$ cat src/rtl/scs_pkg.sv
// scs_pkg: shared state encoding, checksum width and weight rule for the SCS blocks.
package scs_pkg;
  localparam int CSUM_W = 16;
  typedef enum logic [1:0] {IDLE, RD_WAIT, PRESENT, DONE} state_t;
  function automatic logic [CSUM_W-1:0] scs_weight(input logic [7:0] b, input logic [1:0] idx);
    return CSUM_W'(b) << idx;
  endfunction
endpackage

$ cat src/rtl/scs_checksum_acc.sv
// scs_checksum_acc: running SCS checksum, 16-bit wrapping sum of byte << index[1:0].
module scs_checksum_acc
  import scs_pkg::*;
(
  input  logic              clock,
  input  logic              reset,
  input  logic              clear,
  input  logic              byte_valid,
  input  logic [7:0]        byte_in,
  input  logic [1:0]        index,
  output logic [CSUM_W-1:0] sum
);
  logic [CSUM_W-1:0] sum_q, sum_d;
  always_comb sum_d = clear ? '0 : byte_valid ? sum_q + scs_weight(byte_in, index) : sum_q;
  always_ff @(posedge clock) sum_q <= reset ? '0 : sum_d;
  assign sum = sum_q;
endmodule

$ cat src/rtl/scs_frame_tx.sv
// scs_frame_tx: reads payload plus stored checksum back from RAM and streams it on valid/ready.
// Define SCS_FRAME_TX_VERIFY_EN to recompute the checksum in flight and flag mismatches.
module scs_frame_tx
  import scs_pkg::*;
#(
  parameter int RAM_WIDTH      = 8,
  parameter int RAM_ADDR_BITS  = 8,
  parameter int MEM_RD_LATENCY = 2
) (
  input  logic                     clock,
  input  logic                     reset,
  input  logic                     start,
  input  logic [15:0]              payload_len,
  output logic [RAM_ADDR_BITS-1:0] mem_address,
  input  logic [RAM_WIDTH-1:0]     mem_output,
  output logic [RAM_WIDTH-1:0]     tx_data,
  output logic                     tx_valid,
  input  logic                     tx_ready,
  output logic                     tx_last,
  output logic                     busy,
  output logic                     done,
  output logic                     length_error
`ifdef SCS_FRAME_TX_VERIFY_EN
  ,
  output logic                     checksum_error
`endif
);
  localparam logic [16:0] MAX_FLEN = 17'(1) << RAM_ADDR_BITS;
  state_t                 state_q, state_d;
  logic [16:0]            flen_q, flen_d, idx_q, idx_d, new_flen;
  logic [1:0]             wait_q, wait_d;
  logic [RAM_WIDTH-1:0]   data_q, data_d;
  logic                   valid_q, valid_d, last_q, last_d, lerr_q, lerr_d;
  logic                   accept, hs;
  assign new_flen = {1'b0, payload_len} + 17'd2;
  assign accept   = state_q == IDLE && start && new_flen <= MAX_FLEN;
  assign hs       = state_q == PRESENT && tx_ready;
  always_ff @(posedge clock) begin
    if (reset) begin
      state_q <= IDLE;
      flen_q  <= '0;
      idx_q   <= '0;
      wait_q  <= '0;
      data_q  <= '0;
      valid_q <= 1'b0;
      last_q  <= 1'b0;
      lerr_q  <= 1'b0;
    end else begin
      state_q <= state_d;
      flen_q  <= flen_d;
      idx_q   <= idx_d;
      wait_q  <= wait_d;
      data_q  <= data_d;
      valid_q <= valid_d;
      last_q  <= last_d;
      lerr_q  <= lerr_d;
    end
  end
  always_comb begin
    state_d = state_q;
    flen_d  = flen_q;
    idx_d   = idx_q;
    wait_d  = wait_q;
    data_d  = data_q;
    valid_d = valid_q;
    last_d  = last_q;
    lerr_d  = state_q == IDLE && start && new_flen > MAX_FLEN;
    case (state_q)
      IDLE: if (accept) begin
        state_d = RD_WAIT;
        flen_d  = new_flen;
        idx_d   = '0;
        wait_d  = '0;
      end
      RD_WAIT: if (wait_q == 2'(MEM_RD_LATENCY - 1)) begin
        state_d = PRESENT;
        data_d  = mem_output;
        valid_d = 1'b1;
        last_d  = idx_q == flen_q - 17'd1;
        wait_d  = '0;
      end else wait_d = wait_q + 2'd1;
      PRESENT: if (hs) begin
        valid_d = 1'b0;
        state_d = last_q ? DONE : RD_WAIT;
        last_d  = 1'b0;
        idx_d   = last_q ? '0 : idx_q + 17'd1;
      end
      DONE: state_d = IDLE;
    endcase
  end
  always_comb begin
    mem_address  = idx_q[RAM_ADDR_BITS-1:0];
    tx_data      = data_q;
    tx_valid     = valid_q;
    tx_last      = last_q;
    busy         = state_q == RD_WAIT || state_q == PRESENT;
    done         = state_q == DONE;
    length_error = lerr_q;
  end
`ifdef SCS_FRAME_TX_VERIFY_EN
  logic [CSUM_W-1:0] sum;
  logic [7:0]        hi_q, hi_d;
  logic              cerr_q, cerr_d;
  scs_checksum_acc u_acc (
    .clock      (clock),
    .reset      (reset),
    .clear      (accept),
    .byte_valid (hs && idx_q < flen_q - 17'd2),
    .byte_in    (data_q[7:0]),
    .index      (idx_q[1:0]),
    .sum        (sum)
  );
  // The last handshake carries the low checksum byte; the high byte was held one beat earlier.
  always_comb begin
    hi_d   = hs && idx_q == flen_q - 17'd2 ? data_q[7:0] : hi_q;
    cerr_d = accept ? 1'b0 : hs && last_q ? {hi_q, data_q[7:0]} != sum : cerr_q;
  end
  always_ff @(posedge clock) begin
    hi_q   <= reset ? '0 : hi_d;
    cerr_q <= reset ? 1'b0 : cerr_d;
  end
  assign checksum_error = cerr_q;
`endif
endmodule

$ cat config.mk
export PLATFORM = sky130hd
export DESIGN_NAME = scs_frame_tx
export DESIGN_NICKNAME = d
export VERILOG_FILES = /design/src/rtl/scs_pkg.sv /design/src/rtl/scs_checksum_acc.sv /design/src/rtl/scs_frame_tx.sv
export SDC_FILE = /design/constraint.sdc
export NUM_CORES = 1
export LEC_CHECK = 0
export ABC_AREA = 1
export BUFFER_PORTS_ARGS = -buffer_cell sky130_fd_sc_hd__buf_2
export CAP_MARGIN = 25
export CELL_PAD_IN_SITES_DETAIL_PLACEMENT = 1
export CELL_PAD_IN_SITES_GLOBAL_PLACEMENT = 1
export CORE_MARGIN = 3
export CORE_UTILIZATION = 40
export CTS_BUF_LIST = sky130_fd_sc_hd__clkbuf_2 sky130_fd_sc_hd__clkbuf_4 sky130_fd_sc_hd__clkbuf_8
export DETAILED_ROUTE_END_ITERATION = 16
export HOLD_SLACK_MARGIN = 0.15
export PLACE_DENSITY_LB_ADDON = 0.08
export REMOVE_ABC_BUFFERS = 1
export SKIP_LAST_GASP = 1
export SYNTH_ARGS = -nofsm -noshare
export SYNTH_HDL_FRONTEND = slang
export SYNTH_SLANG_ARGS = --single-unit
$ cat constraint.sdc
create_clock -name clock -period 5.2 [get_ports clock]
set_clock_uncertainty 0.1 [all_clocks]
set_input_delay 0.52 -clock clock [delete_from_list [all_inputs] [get_ports clock]]
set_output_delay 0.52 -clock clock [all_outputs]
set_load 0.005 [all_outputs]
==> run metrics, run 1 <==
# diodes=0; fin util=a little under half; final worst-path cycle share=48.77%; Slew @ Worst Pin=0.8722 ns; I/O pins=49; status=finished clean; Initial Utilization=~42%; Clock Path Buffers=2; number of DRC markers in iteration 0=82; post-synthesis register bit count=49; grt met3 use=about 2.8%; register area share after synthesis=about 29%; CTS buffer count=5; r2r startpoint=idx_q[1]; peak supply drop=~0.13 mV; Pwr Total=between 0.8 and 0.9 mW; Root Driver=clkbuf_8; Fin. Hold Viols=0; CTS tree=built; vias per cell=5.176; type of the most critical hold path=input pin to flip-flop; Synth Area per Inst=around 6.3 um^2; Avg WL per Cell=14.45 um; Post-Layout Cell Count=around 690; row count=33; min Tclk post-route=2.536 ns; initial antenna violation count=0; post-synth top area share=between 20% and 30%; largest net degree at the start of global routing=30; share of layout cells above drive strength 1=~14%; min-delay src=mem_output[7]; hold-fix buffer count after cts=0; maxcap violations=0; met1 Usage GRT=between 20% and 30%; DP Cell Count=678; Crit path required time=roughly 5.4 ns; WP buf/inv=1; Clock Latency Late Sink=around 0.33 ns; Distinct cells, synth=34; WP data arrival=2.70 ns; most used cell, CP=nand2_1; WL final=between 9000 and 10000 um; CP cell instances=buf_2 -> ha_1 -> nand3_2 -> o21ai_0 -> nand2_1 -> nor2_1 -> nand2_1 -> nand2_1 -> nand4_4 -> nand2_4 -> nand2_4 -> nand2_1 -> nand2_1 -> nor2_1; Worst setup EP type=flip-flop; hold endpoint=tx_data[7]; Synth Instances=around 550; synthesized area=3430 um^2; Die Y-Extent=a little under 100 um; antenna-violating nets left=0; DRC=0; die span in x=98.60 um; drt pass-1 iters=4; Slew HR=approximately two fifths; final slew viol count=0; Leak=1.700 nW; CTS resizes=0; Slowest cell on crit path=nand2_4; Worst R2R End=idx_q[16]; Power per Cell Area=around 230 nW/um^2; Yosys warning total=0; final net count=between 600 and 700; critical path's top delay family=simple AND/OR/NAND/NOR gates; unrepaired setup endpoints after global routing=no; Layout area overhead=9.850%; WHS Path Cells=3; f_max=0.3943 GHz; total track usage=approximately a fifth; setup ws final=2.664 ns; post-place setup slack=between 2 and 2.5 ns; Crit Path Class=input pin to flip-flop; max incr delay on CP=around 0.40 ns; TNS Setup=0 ns; CP max FO=29; first-pass GRT wire length=16890 um; Reg2Reg Setup Slack=2.77 ns; area of the core=between 8000 and 9000 um^2; RD Place Congestion=~0.81; busiest grt layer=met2; postcts setup bufs=0; largest cells by area after synthesis=dfxtp_1 29%, nand2_1 15%, nor2_1 9.5%, nand3_1 8.2%, inv_1 6.3%; Vias=between 3000 and 4000; H-tree levels=2; Startpoint Class=input pin; Buffers on Ports=between 40 and 50; DPL Wire Length=roughly 7700 um; largest area contributor in the netlist=dfxtp_1; grt ovf=0; setup violation total in the final timing report=0; clock transition at the registers of the reported paths=about 0.12 ns; die area=about 9700 um^2; TritonCTS Sinks=between 40 and 50; r2r worst-path depth=13; grt met2 use=36.71%; vias in the first global route=approximately 3700
## tightest hold or removal path, cell delays in order
cell and delay (ns):
buf_2 0.08, nor2_1 0.03, nor2_1 0.08
## registers in the layout, summed over array words and instances (netlist names)
name / cells
flen_q: 17
idx_q: 17
tx_data: 8
state_q: 2
wait_q: 2
length_error: 1
tx_last: 1
tx_valid: 1
## worst max-delay path by stage
stage	start	endpoint	slack (ns)	cells after the start
2_1_floorplan	state_q[0]	idx_q[13]	2.60	8
3_3_place_gp	payload_len[1]	idx_q[13]	2.50	14
3_5_place_dp	payload_len[1]	idx_q[13]	2.30	14
4_1_cts	payload_len[1]	idx_q[13]	2.63	14
5_1_grt	payload_len[1]	idx_q[13]	2.39	14
6_report	payload_len[1]	idx_q[13]	2.66	14
## per-stage QoR
stage                     hold WS (ns)  area, um^2
final                           0.3057        3767
after global routing            0.3259        3767
after CTS                       0.3051        3767
after detailed placement        0.3476        3651
after global placement          0.3277        3651
after floorplan                 0.3149        3269
## layout make-up
| cell class | count | area, um^2 |
|---|---|---|
| fillers | 1162 | 4491 |
| multi-input cells | 416 | 2069 |
| flip-flops and latches | 49 | 980.9 |
| repair buffers | 49 | 247.7 |
| inverters | 59 | 221.5 |
| well taps | 105 | 131.4 |
| clock buffers | 5 | 68.82 |
| clock inverters | 3 | 47.55 |
## cell families (layout without fill, tap and decap cells)
kind of cell             count (synthesis)  after routing  share of synthesized area, %
AO/OA/AOI/OAI                           64             64                         10.73
XOR/XNOR                                19             19                         4.852
adder cells (fa/ha/maj)                  7              7                         2.554
buffers and inverters                   82            116                         11.13
flip-flops                              49             49                         28.60
AND/OR/NAND/NOR                        326            326                         42.14
## report_power, final
| part | switching [mW] | total, mW | internal, mW |
|---|---|---|---|
| clock network | 0.153 | 0.300 | 0.147 |
| logic | 0.0976 | 0.153 | 0.0559 |
| registers | 0.0258 | 0.414 | 0.388 |
## per-layer routing
layer	share of wire, %	wire [um]
met4	2.1	204
met3	2.3	226
met5	0	0
met2	49	4845
met1	47	4633
## synth_stat cells
cell      instances
ha_1              7
o21ai_1           2
nand3b_1          4
a21oi_2           9
inv_1            58
clkinv_1          1
a31oi_1           2
a211oi_1          1
dfxtp_1          49
buf_2             2
clkbuf_4          1
or2_2             2
xor2_1           12
nand2_1         136
o21ai_0          24
nor3_1           15
nand3_2           2
nor2_2            3
nor2_4            3
clkbuf_2          1
nand3_1          56
o21a_1            1
buf_4             9
buf_12            2
a311oi_1          1
a21oi_1          23
nand4_1          12
clkbuf_1          8
nand4_4           1
nand2_4           2
a21o_1            1
nor4_1            3
xnor2_1           7
nor2_1           87
## cells in the final DEF, fill, tap and decap left out, drive strengths merged
| master | instances |
|---|---|
| a31oi | 2 |
| a311oi | 1 |
| a21o | 1 |
| clkbuf | 5 |
| a211oi | 1 |
| nor4 | 3 |
| xor2 | 12 |
| o21ai | 26 |
| a21oi | 32 |
| nor3 | 15 |
| ha | 7 |
| inv | 60 |
| xnor2 | 7 |
| dfxtp | 49 |
| nand3b | 4 |
| clkinv | 1 |
| nand4 | 13 |
| o21a | 1 |
| bufinv | 1 |
| or2 | 2 |
| nor2 | 93 |
| nand2 | 138 |
| buf | 49 |
| nand3 | 58 |
Power figures use the tool's default switching activity.
==> inputs of run 2 (changes only) <==
ABC_AREA = 0   (was 1)
clock period = 2.3 ns   (was 5.2 ns; I/O delays follow)
==> run 2 against run 1 <==
  * Global-route usage is 1.7 points higher
  * Largest power group unchanged
  * Critical path depth is 3 lower
  * First-iteration DRC count increased by 15%
  * Critical endpoint is now wait_q[0]
  * The flow now finishes with violations (negative setup slack)
  * Hold slack worse by 0.091 ns
  * Area after synthesis is 8.5% lower
==> run metrics, run 2 <==
Post-synth EDFFs=0 (unchanged); Die Y-Extent=94.57 um (was 98.60 um); Leak=1.818 nW (was 1.700 nW); largest net degree at the start of global routing=31 (was 30); drt pass-1 iters=4 (unchanged); adder-cell share of the synthesized area=2.791% (was 2.554%); maxcap violations=0 (unchanged); DP Cell Count=548 (was 678); final net count=508 (was 615); Distinct cells, synth=50 (was 34); area of the core=7447 um^2 (was 8258 um^2); final worst-path cycle share=102.3%; Yosys warning total=0 (unchanged); first-pass GRT wire length=16170 um (was 16890 um); H-tree levels=2 (unchanged); initial antenna violation count=0 (unchanged); Power per Cell Area=438.1 nW/um^2 (was 230.1 nW/um^2); Layout area overhead=36.44% (was 9.850%); # fillers=890 (was 1162); total track usage=22.48% (was 20.82%); violated checks=negative setup slack; post-synthesis compound-gate area fraction=19.42% (was 10.73%); Synth Area per Inst=8.193 um^2 (was 6.270 um^2); Clock Path Buffers=2 (unchanged); Avg WL per Cell=18.67 um (was 14.45 um); f_max=0.4249 GHz; share of layout cells above drive strength 1=35.23% (was 13.77%); WL final=10700 um (was 9910 um); antenna-violating nets left=0 (unchanged); I/O pins=49 (unchanged); die area=8943 um^2 (was 9721 um^2); Post-synth top cells=49 x dfxtp_1, 34 x nor2_1, 23 x mux2i_1 (was 136 x nand2_1, 87 x nor2_1, 58 x inv_1); grt ovf=0 (unchanged); Vias=3276 (was 3551); CP max FO=5 (was 29); status=complete, but fails checks (was finished clean); DRC=0 (unchanged); Slew HR=68.69% (was 41.79%); vias in the first global route=3347 (was 3650); Clock Latency Late Sink=0.30 ns (was 0.33 ns); Fin. Hold Viols=0 (unchanged); largest area contributor in the netlist=dfxtp_1 (unchanged); vias per cell=5.717 (was 5.176); Async SR Flop Fraction=0% (unchanged); area share of and/or/nand/nor cells after synthesis=25.00% (was 42.14%); synthesized area=3138 um^2 (was 3430 um^2); row count=31 (was 33); post-synthesis mux area share=7.337% (was 0%); commonest non-fill, non-tap cells in the layout=56 x buf_4, 46 x buf_2, 46 x dfxtp_1 (was 136 x nand2_1, 86 x nor2_1, 58 x inv_1); die span in x=94.57 um (was 98.60 um); type of the most critical hold path=input pin to flip-flop (unchanged); # diodes=0 (unchanged); most common cell in the synthesized netlist=dfxtp_1 (was nand2_1); CTS tree=built (unchanged); Crit Path Class=input pin to flip-flop (unchanged); Synth Instances=383 (was 547); setup ws final=-0.05353 ns (was 2.664 ns); unrepaired setup endpoints after global routing=yes (was no); Post-Layout Cell Count=573 (was 686); most common cell after layout, fill and taps aside=buf_4 (was nand2_1); Initial Utilization=42.14% (was 41.53%); WP data arrival=2.46 ns (was 2.70 ns); post-synth top area share=31.26% (was 28.60%); setup violation total in the final timing report=3 (was 0); Slew @ Worst Pin=0.4647 ns (was 0.8722 ns); number of DRC markers in iteration 0=94 (was 82); TritonCTS Sinks=49 (unchanged); final slew viol count=0 (unchanged); Synth Area in XOR/XNOR=7.536% (was 4.852%); Worst setup EP type=flip-flop (unchanged); register area share after synthesis=31.26% (was 28.60%); WHS Path Cells=4 (was 3); r2r worst-path depth=7 (was 13); peak supply drop=0.2983 mV (was 0.1261 mV); min Tclk post-route=2.354 ns; largest cells by area after synthesis=dfxtp_1 31%, mux2i_1 7.3%, xnor2_1 5.3%, nor2_1 4.1%, o311ai_0 3.9% (was dfxtp_1 29%, nand2_1 15%, nor2_1 9.5%, nand3_1 8.2%, inv_1 6.3%); Pwr Total=1.876 mW (was 0.8670 mW); CTS buffer count=5 (unchanged); Root Driver=clkbuf_8 (unchanged); post-place setup slack=-0.5230 ns (was 2.299 ns); Crit path required time=2.40 ns (was 5.36 ns); RD Place Congestion=0.8154 (was 0.8109); Buffers on Ports=48 (unchanged); main combinational cell family by area after synthesis=simple AND/OR/NAND/NOR gates (unchanged); Startpoint Class=input pin (unchanged); DPL Wire Length=7092 um (was 7672 um); post-synthesis register bit count=49 (unchanged); clock transition at the registers of the reported paths=0.08 ns (was 0.12 ns); Most used DFF post-synth=dfxtp_1 (unchanged)
run 2: what timing repair did:
| action | in CTS | in global routing |
|---|---|---|
| pin swaps | 6 | 15 |
| resized for setup | 12 | 60 |
| setup endpoints to repair | 19 | 39 |
| hold buffers | 9 | 0 |
| buffers inserted | 5 | 1 |
| endpoints found under the hold margin | 9 | 0 |
| cloned | 0 | 2 |
run 2: through the flow:
| stage | hold WS, ns | area, um^2 | setup TNS [ns] | utilization, % |
|---|---|---|---|---|
| after floorplan | 0.1991 | 2978 | -28.57 | - |
| after global placement | 0.3584 | 3731 | -10.97 | 50.10 |
| after detailed placement | 0.3704 | 3731 | -13.74 | 50.10 |
| after CTS | 0.2245 | 4011 | 0 | 53.86 |
| after global routing | 0.2377 | 4282 | -1.793 | 57.49 |
| final | 0.2150 | 4282 | -0.07727 | 57.49 |
run 2: final timing paths:
path / start / to / slack, ns
worst max-delay path: payload_len[5] / wait_q[0] / -0.05
worst min-delay path: payload_len[1] / flen_q[2] / 0.21
worst max register to register: state_q[0] / flen_q[10] / 0.16
worst min register to register: wait_q[1] / wait_q[1] / 0.39
run 2: power breakdown:
part | switching, mW | leakage, nW | internal (mW)
Combinational | 0.203 | 1.36 | 0.157
Sequential | 0.00393 | 0.396 | 0.853
Clock | 0.292 | 0.0619 | 0.367
Total | 0.499 | 1.82 | 1.38
run 2: critical path: stages:
cell and delay (ns):
buf_2 0.11, nand3_4 0.09, buf_4 0.15, buf_4 0.14, nor4_2 0.29, or3_4 0.19
nand4_1 0.20, o31a_4 0.39, buf_6 0.13, or4b_4 0.48, o41ai_2 0.06
run 2: metal layers:
| layer | track usage [%] | up-vias | share of wire [%] |
|---|---|---|---|
| met5 | 0 | - | 0 |
| met4 | 5.168 | 0 | 1.6 |
| met3 | 3.506 | 14 | 2.9 |
| met2 | 40.54 | 60 | 53 |
| met1 | 28.04 | 1618 | 43 |
| li1 | - | 1584 | - |
run 2: area by class of cell:
class	count	area, um^2	area share, %
multi-input combinational	289	2218	51.81
sequential	49	984.7	23.00
timing repair buffer	115	785.8	18.35
tap	99	123.9	2.893
clock buffer	7	90.09	2.104
inverter	13	48.80	1.140
clock inverter	1	30.03	0.7013
run 2: kinds of logic after synthesis:
| group | count (synthesis) |
|---|---|
| AO/OA/AOI/OAI | 88 |
| adder cells (fa/ha/maj) | 7 |
| multiplexers | 23 |
| flip-flops | 49 |
| AND/OR/NAND/NOR | 143 |
| XOR/XNOR | 27 |
| buffers and inverters | 46 |
==> inputs of run 3 (changes only) <==
ABC_AREA = 1   (was 0)
CORE_UTILIZATION = 37   (was 40)
CTS_CLUSTER_DIAMETER = 80   (was default)
==> run 3 against run 2 <==
  * The flow now finishes without violations
  * Power grew 5.3%
  * Count of clock-buffer cells in the layout shrank 2
  * Register-to-register slack gained 0.03 ns
  * Sequential power grew 7.2%
  * Cell count grew 25%
  * Setup slack gained 0.24 ns
  * Critical path type is now flip-flop to flip-flop
  * Global-route usage shrank 2.1 points
  * Core utilization shrank 12 points
  * Sequential share of layout area grew 1.3 points
  * Combinational power grew 15%
==> run metrics, run 3 (synthesized netlist as in run 1, its figures left out) <==
status=finished clean (was complete, but fails checks); initial antenna violation count=0 (unchanged); area of the core=8848 um^2 (was 7447 um^2); # diodes=0 (unchanged); largest net degree at the start of global routing=28 (was 31); FF/Latch Area=980.9 um^2 (was 984.7 um^2); Worst R2R End=tx_last (was flen_q[10]); peak supply drop=0.2540 mV (was 0.2983 mV); Startpoint Class=flip-flop (was input pin); f_max=0.4740 GHz (was 0.4249 GHz); row count=34 (was 31); final net count=643 (was 508); Slew HR=63.32% (was 68.69%); Crit path required time=2.44 ns (was 2.40 ns); RD Place Congestion=0.8820 (was 0.8154); type of the most critical hold path=input pin to flip-flop (unchanged); # fillers=1231 (was 890); Avg WL per Cell=14.21 um (was 18.67 um); I/O pins=49 (unchanged); post-place setup slack=-0.1094 ns (was -0.5230 ns); post-layout instance area=4030 um^2 (was 4282 um^2); Crit Path Class=flip-flop to flip-flop (was input pin to flip-flop); Buffers on Ports=48 (unchanged); Layout area overhead=17.51% (was 36.44%); min Tclk post-route=2.110 ns (was 2.354 ns); clock transition at the registers of the reported paths=0.09 ns (was 0.08 ns); maxcap violations=0 (unchanged); CTS buffer count=5 (unchanged); final worst-path cycle share=91.73% (was 102.3%); Slew @ Worst Pin=0.5495 ns (was 0.4647 ns); setup violation total in the final timing report=0 (was 3); Worst setup EP type=flip-flop (unchanged); area post-placement=3795 um^2 (was 3731 um^2); total track usage=20.39% (was 22.48%); vias in the first global route=3762 (was 3347); WP data arrival=2.25 ns (was 2.46 ns); DPL Wire Length=7895 um (was 7092 um); first-pass GRT wire length=17230 um (was 16170 um); final slew viol count=0 (unchanged); vias per cell=5.074 (was 5.717); Clock Latency Late Sink=0.32 ns (was 0.30 ns); Clock Path Buffers=2 (unchanged); Reg2Reg Setup Slack=0.19 ns (was 0.16 ns); number of DRC markers in iteration 0=65 (was 94); Leak=1.835 nW (was 1.818 nW); WL final=10190 um (was 10700 um); Worst Hold Slack=0.1630 ns (was 0.2150 ns); Power per Cell Area=490.2 nW/um^2 (was 438.1 nW/um^2); fin util=45.55% (was 57.49%); CP max FO=4 (was 5); Setup crit start=flen_q[0] (was payload_len[5]); DP Cell Count=698 (was 548); share of layout cells above drive strength 1=16.75% (was 35.23%); Initial Utilization=38.76% (was 42.14%); setup ws final=0.1903 ns (was -0.05353 ns); most common cell after layout, fill and taps aside=nand2_1 (was buf_4); CTS tree=built (unchanged); Post-Layout Cell Count=717 (was 573); grt ovf=0 (unchanged); DRC=0 (unchanged); antenna-violating nets left=0 (unchanged); unrepaired setup endpoints after global routing=yes (unchanged); H-tree levels=2 (unchanged); Vias=3638 (was 3276); TritonCTS Sinks=49 (unchanged); die span in x=102.3 um (was 94.57 um); r2r startpoint=flen_q[0] (was state_q[0]); TNS Setup=0 ns (was -0.07727 ns); commonest non-fill, non-tap cells in the layout=136 x nand2_1, 84 x nor2_1, 58 x inv_1 (was 56 x buf_4, 46 x buf_2, 46 x dfxtp_1); drt pass-1 iters=4 (unchanged); CP endpoint=tx_last (was wait_q[0]); Die Y-Extent=102.3 um (was 94.57 um); die area=10460 um^2 (was 8943 um^2); Pwr Total=1.975 mW (was 1.876 mW); footprint of the multi-input gates=2082 um^2 (was 2218 um^2); r2r worst-path depth=13 (was 7); Fin. Hold Viols=0 (unchanged); Root Driver=clkbuf_8 (unchanged)
run 3: what timing repair did:
action	4_1_cts	5_1_grt
resized for setup	0	4
endpoints found under the hold margin	10	0
hold buffers	10	0
buffers inserted	0	1
setup endpoints to repair	0	2
run 3: how the worst min path moves through the flow:
| stage | from | end | slack, ns | depth (start not counted) |
|---|---|---|---|---|
| after global routing | payload_len[0] | flen_q[0] | 0.20 | 3 |
| after floorplan | reset | flen_q[4] | 0.20 | 1 |
| after global placement | wait_q[1] | wait_q[1] | 0.33 | 2 |
| final | payload_len[0] | flen_q[0] | 0.16 | 3 |
| after detailed placement | wait_q[1] | wait_q[1] | 0.34 | 2 |
| after CTS | payload_len[0] | flen_q[0] | 0.16 | 3 |
run 3: layer usage:
layer / global-route usage, % / vias to the layer above / share of wire, %
li1: - / 1876 / -
met5: 0 / - / 0
met1: 25.75 / 1701 / 47
met3: 2.799 / 10 / 2.4
met4: 4.137 / 0 / 0.91
met2: 36.98 / 51 / 49
run 3: area by class of cell:
class / count / share of cell area (%)
tap: 108 / 3.353
clock buffer: 5 / 1.708
clock inverter: 3 / 1.149
inverter: 59 / 5.495
timing repair buffer: 77 / 12.29
multi-input combinational: 416 / 51.66
sequential: 49 / 24.34
run 3: power by group:
group	switching, mW	total (mW)	leakage, nW	internal (mW)
clock network	0.317	0.643	0.0543	0.326
registers	0.0421	0.919	0.395	0.877
logic	0.247	0.413	1.39	0.166
run 3: worst max-delay path, cell delays in order, from the launching register on:
cell,delay (ns)
dfxtp_1,0.33
inv_1,0.12
ha_1,0.22
nand2_1,0.08
nor2_2,0.13
nand2_1,0.13
nor2_1,0.15
xor2_1,0.24
inv_1,0.06
nand2_1,0.06
nand3_1,0.07
nor2_1,0.11
nand3_1,0.12
a21oi_1,0.13
